[src/rtl/dphy_pkg.sv]
// Shared definitions for the dibit serializer/deserializer pair.
// Holds the dibit count per byte and the assembler state encoding.
package dphy_pkg;

    localparam int DIBITS_PER_BYTE = 4;

    typedef enum logic {
        IDLE    = 1'b0,
        COLLECT = 1'b1
    } asm_state_t;

endpackage

[src/rtl/dphy_byte_fifo.sv]
// Single-clock show-ahead byte FIFO with an explicit occupancy counter.
// Ports: clk, reset_n, push, pop, din -> dout, level, full, empty.
module dphy_byte_fifo #(
    parameter int FIFO_DEPTH = 8,
    parameter int ADDR_W     = 3
) (
    input  logic              clk,
    input  logic              reset_n,
    input  logic              push,
    input  logic              pop,
    input  logic [7:0]        din,
    output logic [7:0]        dout,
    output logic [ADDR_W:0]   level,
    output logic              full,
    output logic              empty
);

    logic [7:0]        mem [FIFO_DEPTH];
    logic [ADDR_W-1:0] wr_ptr;
    logic [ADDR_W-1:0] rd_ptr;
    logic [ADDR_W:0]   count;
    logic [7:0]        last;
    logic              do_pop;
    logic              do_push;

    assign empty   = (count == '0);
    assign full    = (count == (ADDR_W+1)'(FIFO_DEPTH));
    assign do_pop  = pop & ~empty;
    assign do_push = push & (~full | do_pop);
    assign level   = count;

    // While empty, keep presenting the most recently popped byte.
    assign dout = empty ? last : mem[rd_ptr];

    always_ff @(posedge clk or negedge reset_n) begin
        if (!reset_n) begin
            for (int i = 0; i < FIFO_DEPTH; i++) begin
                mem[i] <= '0;
            end
            wr_ptr <= '0;
            rd_ptr <= '0;
            count  <= '0;
            last   <= '0;
        end else begin
            if (do_push) begin
                mem[wr_ptr] <= din;
                wr_ptr      <= wr_ptr + 1'b1;
            end
            if (do_pop) begin
                last   <= mem[rd_ptr];
                rd_ptr <= rd_ptr + 1'b1;
            end
            if (do_push && !do_pop) begin
                count <= count + 1'b1;
            end else if (do_pop && !do_push) begin
                count <= count - 1'b1;
            end
        end
    end

endmodule

[src/rtl/dphy_2to8.sv]
// Dibit-to-byte deserializer: reassembles LSB-first dibits into bytes and
// buffers them in a show-ahead FIFO. Ports: clk, reset_n, d_valid, d_in,
// q_ready -> q_valid, q, level, overflow (sticky), frag_err (pulse).
module dphy_2to8
    import dphy_pkg::*;
#(
    parameter int FIFO_DEPTH = 8,
    parameter int ADDR_W     = 3
) (
    input  logic            clk,
    input  logic            reset_n,
    input  logic            d_valid,
    input  logic [1:0]      d_in,
    input  logic            q_ready,
    output logic            q_valid,
    output logic [7:0]      q,
    output logic [ADDR_W:0] level,
    output logic            overflow,
    output logic            frag_err
);

    localparam logic [1:0] LAST_IDX = 2'(DIBITS_PER_BYTE - 1);

    asm_state_t state, state_n;
    logic [1:0] idx, idx_n;
    logic [5:0] shift, shift_n;
    logic       frag_n;
    logic       byte_done;
    logic [7:0] byte_data;
    logic       full;
    logic       empty;
    logic       pop;
    logic       push;

    always_ff @(posedge clk or negedge reset_n) begin
        if (!reset_n) begin
            state    <= IDLE;
            idx      <= '0;
            shift    <= '0;
            frag_err <= 1'b0;
        end else begin
            state    <= state_n;
            idx      <= idx_n;
            shift    <= shift_n;
            frag_err <= frag_n;
        end
    end

    always_comb begin
        state_n   = state;
        idx_n     = idx;
        shift_n   = shift;
        frag_n    = 1'b0;
        byte_done = 1'b0;
        unique case (state)
            IDLE: begin
                // Any valid after a gap restarts alignment at dibit 0.
                if (d_valid) begin
                    shift_n[1:0] = d_in;
                    idx_n        = 2'd1;
                    state_n      = COLLECT;
                end
            end
            COLLECT: begin
                if (d_valid) begin
                    if (idx == LAST_IDX) begin
                        byte_done = 1'b1;
                    end else begin
                        shift_n[2*idx +: 2] = d_in;
                    end
                    idx_n = idx + 2'd1;
                end else begin
                    frag_n  = (idx != 2'd0);
                    idx_n   = '0;
                    state_n = IDLE;
                end
            end
            default: state_n = IDLE;
        endcase
    end

    assign byte_data = {d_in, shift};
    assign pop       = q_valid & q_ready;
    assign push      = byte_done & (~full | pop);
    assign q_valid   = ~empty;

    always_ff @(posedge clk or negedge reset_n) begin
        if (!reset_n) begin
            overflow <= 1'b0;
        end else if (byte_done && full && !pop) begin
            overflow <= 1'b1;
        end
    end

    dphy_byte_fifo #(
        .FIFO_DEPTH (FIFO_DEPTH),
        .ADDR_W     (ADDR_W)
    ) u_fifo (
        .clk     (clk),
        .reset_n (reset_n),
        .push    (push),
        .pop     (pop),
        .din     (byte_data),
        .dout    (q),
        .level   (level),
        .full    (full),
        .empty   (empty)
    );

endmodule
[config.mk]
export PLATFORM = sky130hd
export DESIGN_NAME = dphy_2to8
export DESIGN_NICKNAME = d
export VERILOG_FILES = /design/src/rtl/dphy_pkg.sv /design/src/rtl/dphy_byte_fifo.sv /design/src/rtl/dphy_2to8.sv
export SDC_FILE = /design/constraint.sdc
export NUM_CORES = 1
export LEC_CHECK = 0
export ABC_AREA = 1
export CAP_MARGIN = 20
export CORE_MARGIN = 2
export CORE_UTILIZATION = 29
export CTS_CLUSTER_DIAMETER = 60
export DETAILED_ROUTE_END_ITERATION = 8
export GPL_TIMING_DRIVEN = 0
export SLEW_MARGIN = 20
export SYNTH_ARGS = -nofsm -noshare
export SYNTH_HDL_FRONTEND = slang
export SYNTH_SLANG_ARGS = --single-unit
export TNS_END_PERCENT = 50
[constraint.sdc]
create_clock -name clk -period 3.2 [get_ports clk]
set_input_delay 0.96 -clock clk [delete_from_list [all_inputs] [get_ports clk]]
set_output_delay 0.96 -clock clk [all_outputs]
set_load 0.05 [all_outputs]
==> results of run 1 <==
## flip-flops by register name, summed over array words and instances (netlist names)
name,flops
shift,6
u_fifo.mem,64
u_fifo.rd_ptr,3
u_fifo.level,4
idx,2
u_fifo.wr_ptr,3
state,1
u_fifo.last,8
overflow,1
frag_err,1
## per-layer routing
layer / wire length [um] / GRT usage (%)
met1: 5350 / 18.45
met2: 5339 / 23.09
met3: 495 / 2.807
met4: 161 / 4.361
met5: 0 / 0
## layout make-up
| cell class | instances | area share (%) |
|---|---|---|
| buffer | 20 | 2.723 |
| clock buffer | 14 | 4.928 |
| clock inverter | 1 | 0.09001 |
| inverter | 77 | 5.401 |
| multi-input combinational | 393 | 36.05 |
| sequential | 93 | 41.85 |
| tap | 216 | 4.860 |
| timing repair buffer | 23 | 4.095 |
## worst max path at each step
| stage | startpoint | endpoint | slack [ns] | cells past startpoint |
|---|---|---|---|---|
| finish | u_fifo.level[0] | q_valid | 0.10 | 4 |
| global route | u_fifo.level[1] | q_valid | 0.003 | 4 |
| CTS | u_fifo.rd_ptr[0] | q[5] | 0.008 | 9 |
| detailed placement | d_valid | u_fifo.level[3] | -0.30 | 14 |
| global placement | reset_n | frag_err | -2.35 | 1 |
| floorplan | u_fifo.level[0] | q[0] | 0.33 | 6 |
## per-stage QoR
step / setup TNS, ns / util, % / power (mW)
6_report: 0 / 34.75 / 4.741
5_1_grt: 0 / 34.75 / 5.110
4_1_cts: 0 / 34.65 / 4.786
3_5_place_dp: -0.9610 / 32.93 / 3.788
3_3_place_gp: -218.61 / 32.75 / 3.757
2_1_floorplan: 0 / - / 3.110
## cell families after synthesis
kind of cell / after synthesis / synth area share (%)
AO/OA/AOI/OAI: 78 / 9.499
buffers and inverters: 99 / 9.210
flip-flops: 93 / 48.81
adder cells (fa/ha/maj): 10 / 2.781
AND/OR/NAND/NOR: 299 / 28.60
XOR/XNOR: 6 / 1.102
## cells in the mapped netlist (6+ instances only)
cell,instances
sky130_fd_sc_hd__nor2_1,13
sky130_fd_sc_hd__buf_2,6
sky130_fd_sc_hd__ha_1,9
sky130_fd_sc_hd__inv_1,74
sky130_fd_sc_hd__o21ai_0,11
sky130_fd_sc_hd__nand3_4,9
sky130_fd_sc_hd__o21ai_1,48
sky130_fd_sc_hd__nand3_1,62
sky130_fd_sc_hd__buf_6,8
sky130_fd_sc_hd__dfrtp_1,93
sky130_fd_sc_hd__clkbuf_1,6
sky130_fd_sc_hd__nand2_1,205
sky130_fd_sc_hd__o21ai_2,16
## power by group
group | switching, mW | internal, mW | total [mW]
Combinational | 1.50 | 0.630 | 2.13
Clock | 0.431 | 0.586 | 1.02
Sequential | 0.193 | 1.41 | 1.60
Total | 2.12 | 2.62 | 4.74
## repair_timing
item | 4_1_cts | 5_1_grt
setup endpoints to repair | 8 | 10
pin swaps | 0 | 1
buffers inserted | 0 | 2
hold buffers | 0 | 0
gates resized for setup | 35 | 8
## worst max-delay path, delay by kind of cell, from the launching register on
kind	cells	cell delay, ns
buffers and inverters	2	1.13
flip-flops	1	0.47
AND/OR/NAND/NOR	2	0.20
==> run_results.csv, run 1 <==
group,metric,value,unit
status,run_status,"completed",
sta,post-route-period-util,96.77,%
logic_synthesis,number_of_flops_mapped_to_enable_cells_by_yosys,0,
clocking,cts-htree-levels,3,
critical_path,worstPathMaxFanout,10,
critical_path,critical_path_required,2.24,ns
routing,drt_wl_total,11.35,mm
logic_synthesis,postSynthRegisterBits,93,
logic_synthesis,mappedNetlistNets,601,
sta,fmax,0.3229,GHz
critical_path,worst_setup_path_start_kind,"register",
layout,layout_common_cells,"205 x sky130_fd_sc_hd__nand2_1, 93 x sky130_fd_sc_hd__dfrtp_1, 72 x sky130_fd_sc_hd__inv_1",
critical_path,criticalPathCategory,"reg2out",
clocking,clock_slew_at_the_register_clock_pins_of_the_worst_setup_and_hold_paths,0.06,ns
clocking,cts_tree,"yes",
placed_design,numPlacedInstances,822,
routing,detailedRoute.firstIterationViolations,305,
logic_synthesis,postSynthCellCount,585,
logic_synthesis,synth-seq-area-share,48.81,%
logic_synthesis,synth-main-ff-cell,"sky130_fd_sc_hd__dfrtp_1",
logic_synthesis,synth.yosys.warnings,0,
sta,worst_hold_margin,0.4264,ns
layout,multi_input_area,2004,sq um
logic_synthesis,netlist.area_leader.share,48.81,%
layout,mostFrequentLayoutCell,"sky130_fd_sc_hd__nand2_1",
floorplanning,core,16000,sq um
clocking,cts-buffers-inserted,9,
clocking,cts_num_sinks,93,
sta,timing.final.setup_violations,0,
layout,stdcell_count,837,
critical_path,worstSetupEndpointType,"output port",
sta,rsz_0062_raised_after_global_routing,"no",
sta,final_worst_setup_slack,0.1033,ns
routing,ant_nets,0,
floorplanning,placement_rows,46,
logic_synthesis,synth_area,4768,sq um
floorplanning,starting_density_of_the_core,29.80,%
clocking,maximum_clock_insertion_buffer_count,2,
routing,avgViaCountPerCell,4.452,
clocking,cts-root-buf,"sky130_fd_sc_hd__clkbuf_16",
layout,num-nets-final,633,
logic_synthesis,synth_area_leaders,"sky130_fd_sc_hd__dfrtp_1 49%, sky130_fd_sc_hd__nand2_1 16%, sky130_fd_sc_hd__nand3_1 6.5%",
routing,length_of_the_first_detailed_routing_pass_in_iterations,5,
layout,fraction_of_layout_cells_with_a_size_suffix_above_1,12.72,%
pwr,power-per-cell-area,852.6,nW/um^2
floorplanning,dieArea,17480,sq um
critical_path,critPathSlowestCell,"sky130_fd_sc_hd__clkdlybuf4s50_1",
layout,antenna_cells_inserted,0,
critical_path,timing.reg2reg.worst_path_depth,13,
sta,fin_crit,3.097,ns
floorplanning,floorplan.die.height,132.2,um
critical_path,cp_cell_sequence,"nor2_2 > nand2_1 > clkbuf_2 > clkdlybuf4s50_1",
layout,nFillCells,1730,
global_routing,grt_first_pass_wirelength,19.20,mm
layout,area.growth.synth_to_final,16.61,%
critical_path,max_stage_delay,0.85,ns
global_routing,grt_pass1_vias,3768,
sta,drv_slew,0,
placed_design,worst_setup_slack_post_dpl,-0.2973,ns
global_routing,globalRouteTotalUtil,13.96,%
logic_synthesis,asyncSetResetFlopFracSynth,100.0,%
logic_synthesis,synth_largest_area_cell,"sky130_fd_sc_hd__dfrtp_1",
pwr,vdd_ir_drop_max,0.3889,mV
sta,slew_headroom,63.75,%
critical_path,r2r-end,"u_fifo.level[3]",
sta,timing.clock.skew,0.008470,ns
flow_run,max_cap_viol_count,0,
layout,ff_latch_area,2327,sq um
critical_path,worstPathArrival,2.14,ns
floorplanning,die_width,132.2,um
layout,layout.cell_area.non_filler,5560,sq um
logic_synthesis,synth_cell_types,27,
global_routing,grt_overflow_total,0,
global_routing,antenna_found_initial,0,
placed_design,detailed_place.area,5269,sq um
sta,tightest_slew,0.5431,ns
placed_design,routability_congestion_estimate_from_global_placement,0.7832,
routing,drcViolationCount,0,
placed_design,port_buffers,20,
floorplanning,floorplan.io_pins,21,
critical_path,ff2ff_setup_slack,0.83,ns
critical_path,timing.rr.start,"u_fifo.level[1]",
clocking,clk_latency,0.35,ns
hold_path,hold_path.class,"in2async",
placed_design,dpl.hpwl,7.956,mm
pwr,total_leakage_power,2.602,nW
sta,final_hold_violation_count,0,
routing,dr_total_vias,3726,
logic_synthesis,avgSynthCellArea,8.151,sq um
global_routing,maximum_number_of_pins_on_one_net_before_global_route_repair,80,
routing,wire_per_inst,13.56,um
Note: power is estimated with default switching activity, not from simulation.
==> run 2: changes to the inputs <==
Settings changed: CTS_BUF_LIST set to sky130_fd_sc_hd__clkbuf_8.
==> run 2 against run 1 <==
Routed wire length is 0.44% lower. Count of clock-buffer cells in the layout is 2 lower. Clock power is 28% lower. Die area stayed put. Critical endpoint is now q[3]. Worst hold slack worse by 0.029 ns. Largest cell class unchanged. Flip-flop and latch count stayed put. Setup slack better by 0.018 ns. Design area is 2.0% lower. Cell count is 0.12% lower. Clock skew is 0.0055 ns higher. Sequential power hardly changed. Highest routed layer unchanged. Core utilization is 0.70 points lower.
==> run_results.csv, run 2 (synthesis gave the netlist of run 1 again) <==
group,metric,value,unit
layout,ff_latch_area,2327,sq um
global_routing,grt_pass1_vias,3729,
routing,length_of_the_first_detailed_routing_pass_in_iterations,5,
routing,dr_total_vias,3680,
layout,fraction_of_layout_cells_with_a_size_suffix_above_1,12.42,%
global_routing,antenna_found_initial,0,
placed_design,detailed_place.area,5269,sq um
floorplanning,placement_rows,46,
sta,final_hold_violation_count,0,
pwr,total_leakage_power,2.567,nW
layout,mostFrequentLayoutCell,"sky130_fd_sc_hd__nand2_1",
routing,wl_met1,5.516,mm
pwr,vdd_ir_drop_max,0.3418,mV
layout,top_reg_by_flops,"u_fifo.mem",
critical_path,criticalPathCategory,"reg2out",
routing,top_layer_used,"met4",
placed_design,dpl.hpwl,7.956,mm
sta,tightest_slew,0.5530,ns
routing,detailedRoute.firstIterationViolations,336,
layout,layout_common_cells,"205 x sky130_fd_sc_hd__nand2_1, 93 x sky130_fd_sc_hd__dfrtp_1, 74 x sky130_fd_sc_hd__inv_1",
routing,wire_per_inst,13.51,um
global_routing,globalRouteTotalUtil,13.87,%
pwr,power-per-cell-area,819.9,nW/um^2
global_routing,grt_overflow_total,0,
floorplanning,die_width,132.2,um
global_routing,grt_first_pass_wirelength,19.13,mm
placed_design,port_buffers,20,
routing,drt_wl_total,11.30,mm
clocking,maximum_clock_insertion_buffer_count,2,
layout,area.growth.synth_to_final,14.25,%
clocking,cts_num_sinks,93,
critical_path,worst_setup_path_start_kind,"register",
flow_run,max_cap_viol_count,0,
clocking,cts-buffers-inserted,9,
floorplanning,floorplan.die.height,132.2,um
global_routing,maximum_number_of_pins_on_one_net_before_global_route_repair,80,
layout,antenna_cells_inserted,0,
sta,post-route-period-util,96.22,%
floorplanning,starting_density_of_the_core,29.80,%
clocking,cts_tree,"yes",
sta,drv_slew,0,
floorplanning,floorplan.io_pins,21,
sta,timing.final.setup_violations,0,
routing,ant_nets,0,
critical_path,critical_path_required,2.24,ns
sta,slew_headroom,63.10,%
sta,worst_hold_margin,0.3970,ns
sta,fin_crit,3.079,ns
critical_path,worstPathMaxFanout,10,
critical_path,worstPathArrival,2.12,ns
layout,multi_input_area,2002,sq um
layout,largest_reg_flops,64,
layout,num-nets-final,632,
clocking,cts-root-buf,"sky130_fd_sc_hd__clkbuf_8",
layout,largestRegisters,"u_fifo.mem (64), u_fifo.last (8), shift (6)",
placed_design,routability_congestion_estimate_from_global_placement,0.7832,
critical_path,worstSetupEndpointType,"output port",
critical_path,timing.reg2reg.worst_path_depth,14,
clocking,clk_latency,0.37,ns
sta,timing.clock.skew,0.01399,ns
routing,met2WireLength,5.197,mm
routing,met3_wirelength,392,um
status,run_status,"completed",
layout,nFillCells,1737,
sta,fmax,0.3248,GHz
floorplanning,core,16000,sq um
clocking,post-cts-setup-buffers,0,
sta,rsz_0062_raised_after_global_routing,"yes",
routing,drcViolationCount,0,
clocking,clock_slew_at_the_register_clock_pins_of_the_worst_setup_and_hold_paths,0.09,ns
layout,layout.cell_area.non_filler,5448,sq um
hold_path,hold_path.class,"in2async",
clocking,cts-htree-levels,3,
floorplanning,dieArea,17480,sq um
routing,avgViaCountPerCell,4.402,
[run 2: cell types whose count changed in the layout (fill, tap and decap cells not counted), moves of 2 or more]
cell,before,now
sky130_fd_sc_hd__clkbuf_16,9,0
sky130_fd_sc_hd__inv_1,72,74
sky130_fd_sc_hd__clkbuf_8,3,12
sky130_fd_sc_hd__clkbuf_1,3,1
sky130_fd_sc_hd__buf_4,3,1
[run 2: path summary, 6_finish.rpt]
path / startpoint / endpoint / slack (ns)
worst max-delay path: u_fifo.level[1] / q[3] / 0.12
worst min register to register: u_fifo.last[5] / u_fifo.last[5] / 0.49
worst max register to register: idx[0] / u_fifo.level[3] / 0.71
worst min-delay path: reset_n / u_fifo.mem[27] / 0.40
min in group clk: u_fifo.last[5] / u_fifo.last[5] / 0.49
max in group asynchronous: reset_n / u_fifo.level[0] / 2.18
[run 2: power breakdown]
group / switching (mW) / total [mW] / internal (mW)
registers: 0.180 / 1.58 / 1.40
logic: 1.51 / 2.15 / 0.634
clock network: 0.398 / 0.734 / 0.336
total: 2.09 / 4.47 / 2.37
[run 2: cell type report]
cell class	instances	share of cell area (%)
multi-input cells	393	36.75
flip-flops and latches	93	42.72
clock buffers	12	3.032
repair buffers	21	3.950
plain buffers	21	2.917
inverters	77	5.443
well taps	216	4.961
clock inverters	3	0.2297
[run 2: per-layer routing]
layer	up-vias	global-route usage, %
met4	0	4.301
met5	-	0
li1	1914	-
met1	1702	18.85
met2	52	22.48
met3	12	2.576
[run 2: worst max-delay path, cell delays in order (launching register included)]
cell and delay [ns]:
sky130_fd_sc_hd__dfrtp_1 0.45, sky130_fd_sc_hd__nor2_1 0.25, sky130_fd_sc_hd__nand2_1 0.14, sky130_fd_sc_hd__clkbuf_2 0.23
sky130_fd_sc_hd__inv_2 0.18, sky130_fd_sc_hd__nand2_1 0.06, sky130_fd_sc_hd__nand2_1 0.07, sky130_fd_sc_hd__clkdlybuf4s15_2 0.36
[run 2: metrics by stage]
stage | power, mW | setup TNS (ns) | setup WS, ns | util, % | cells
4_1_cts | 4.500 | 0 | 0.03125 | 34.02 | 837
5_1_grt | 4.823 | -0.2065 | -0.05435 | 34.05 | 836
6_report | 4.467 | 0 | 0.1210 | 34.05 | 836
3_3_place_gp | 3.757 | -218.61 | -2.349 | 32.75 | 821
3_5_place_dp | 3.788 | -0.9610 | -0.2973 | 32.93 | 822
2_1_floorplan | 3.110 | 0 | 0.3261 | - | 585
[run 2: repair_timing]
| action | CTS | global route |
|---|---|---|
| pin swaps | 0 | 0 |
| resized for setup | 37 | 8 |
| gates cloned | 0 | 0 |
| hold buffers | 0 | 0 |
| endpoints found under the setup margin | 8 | 9 |
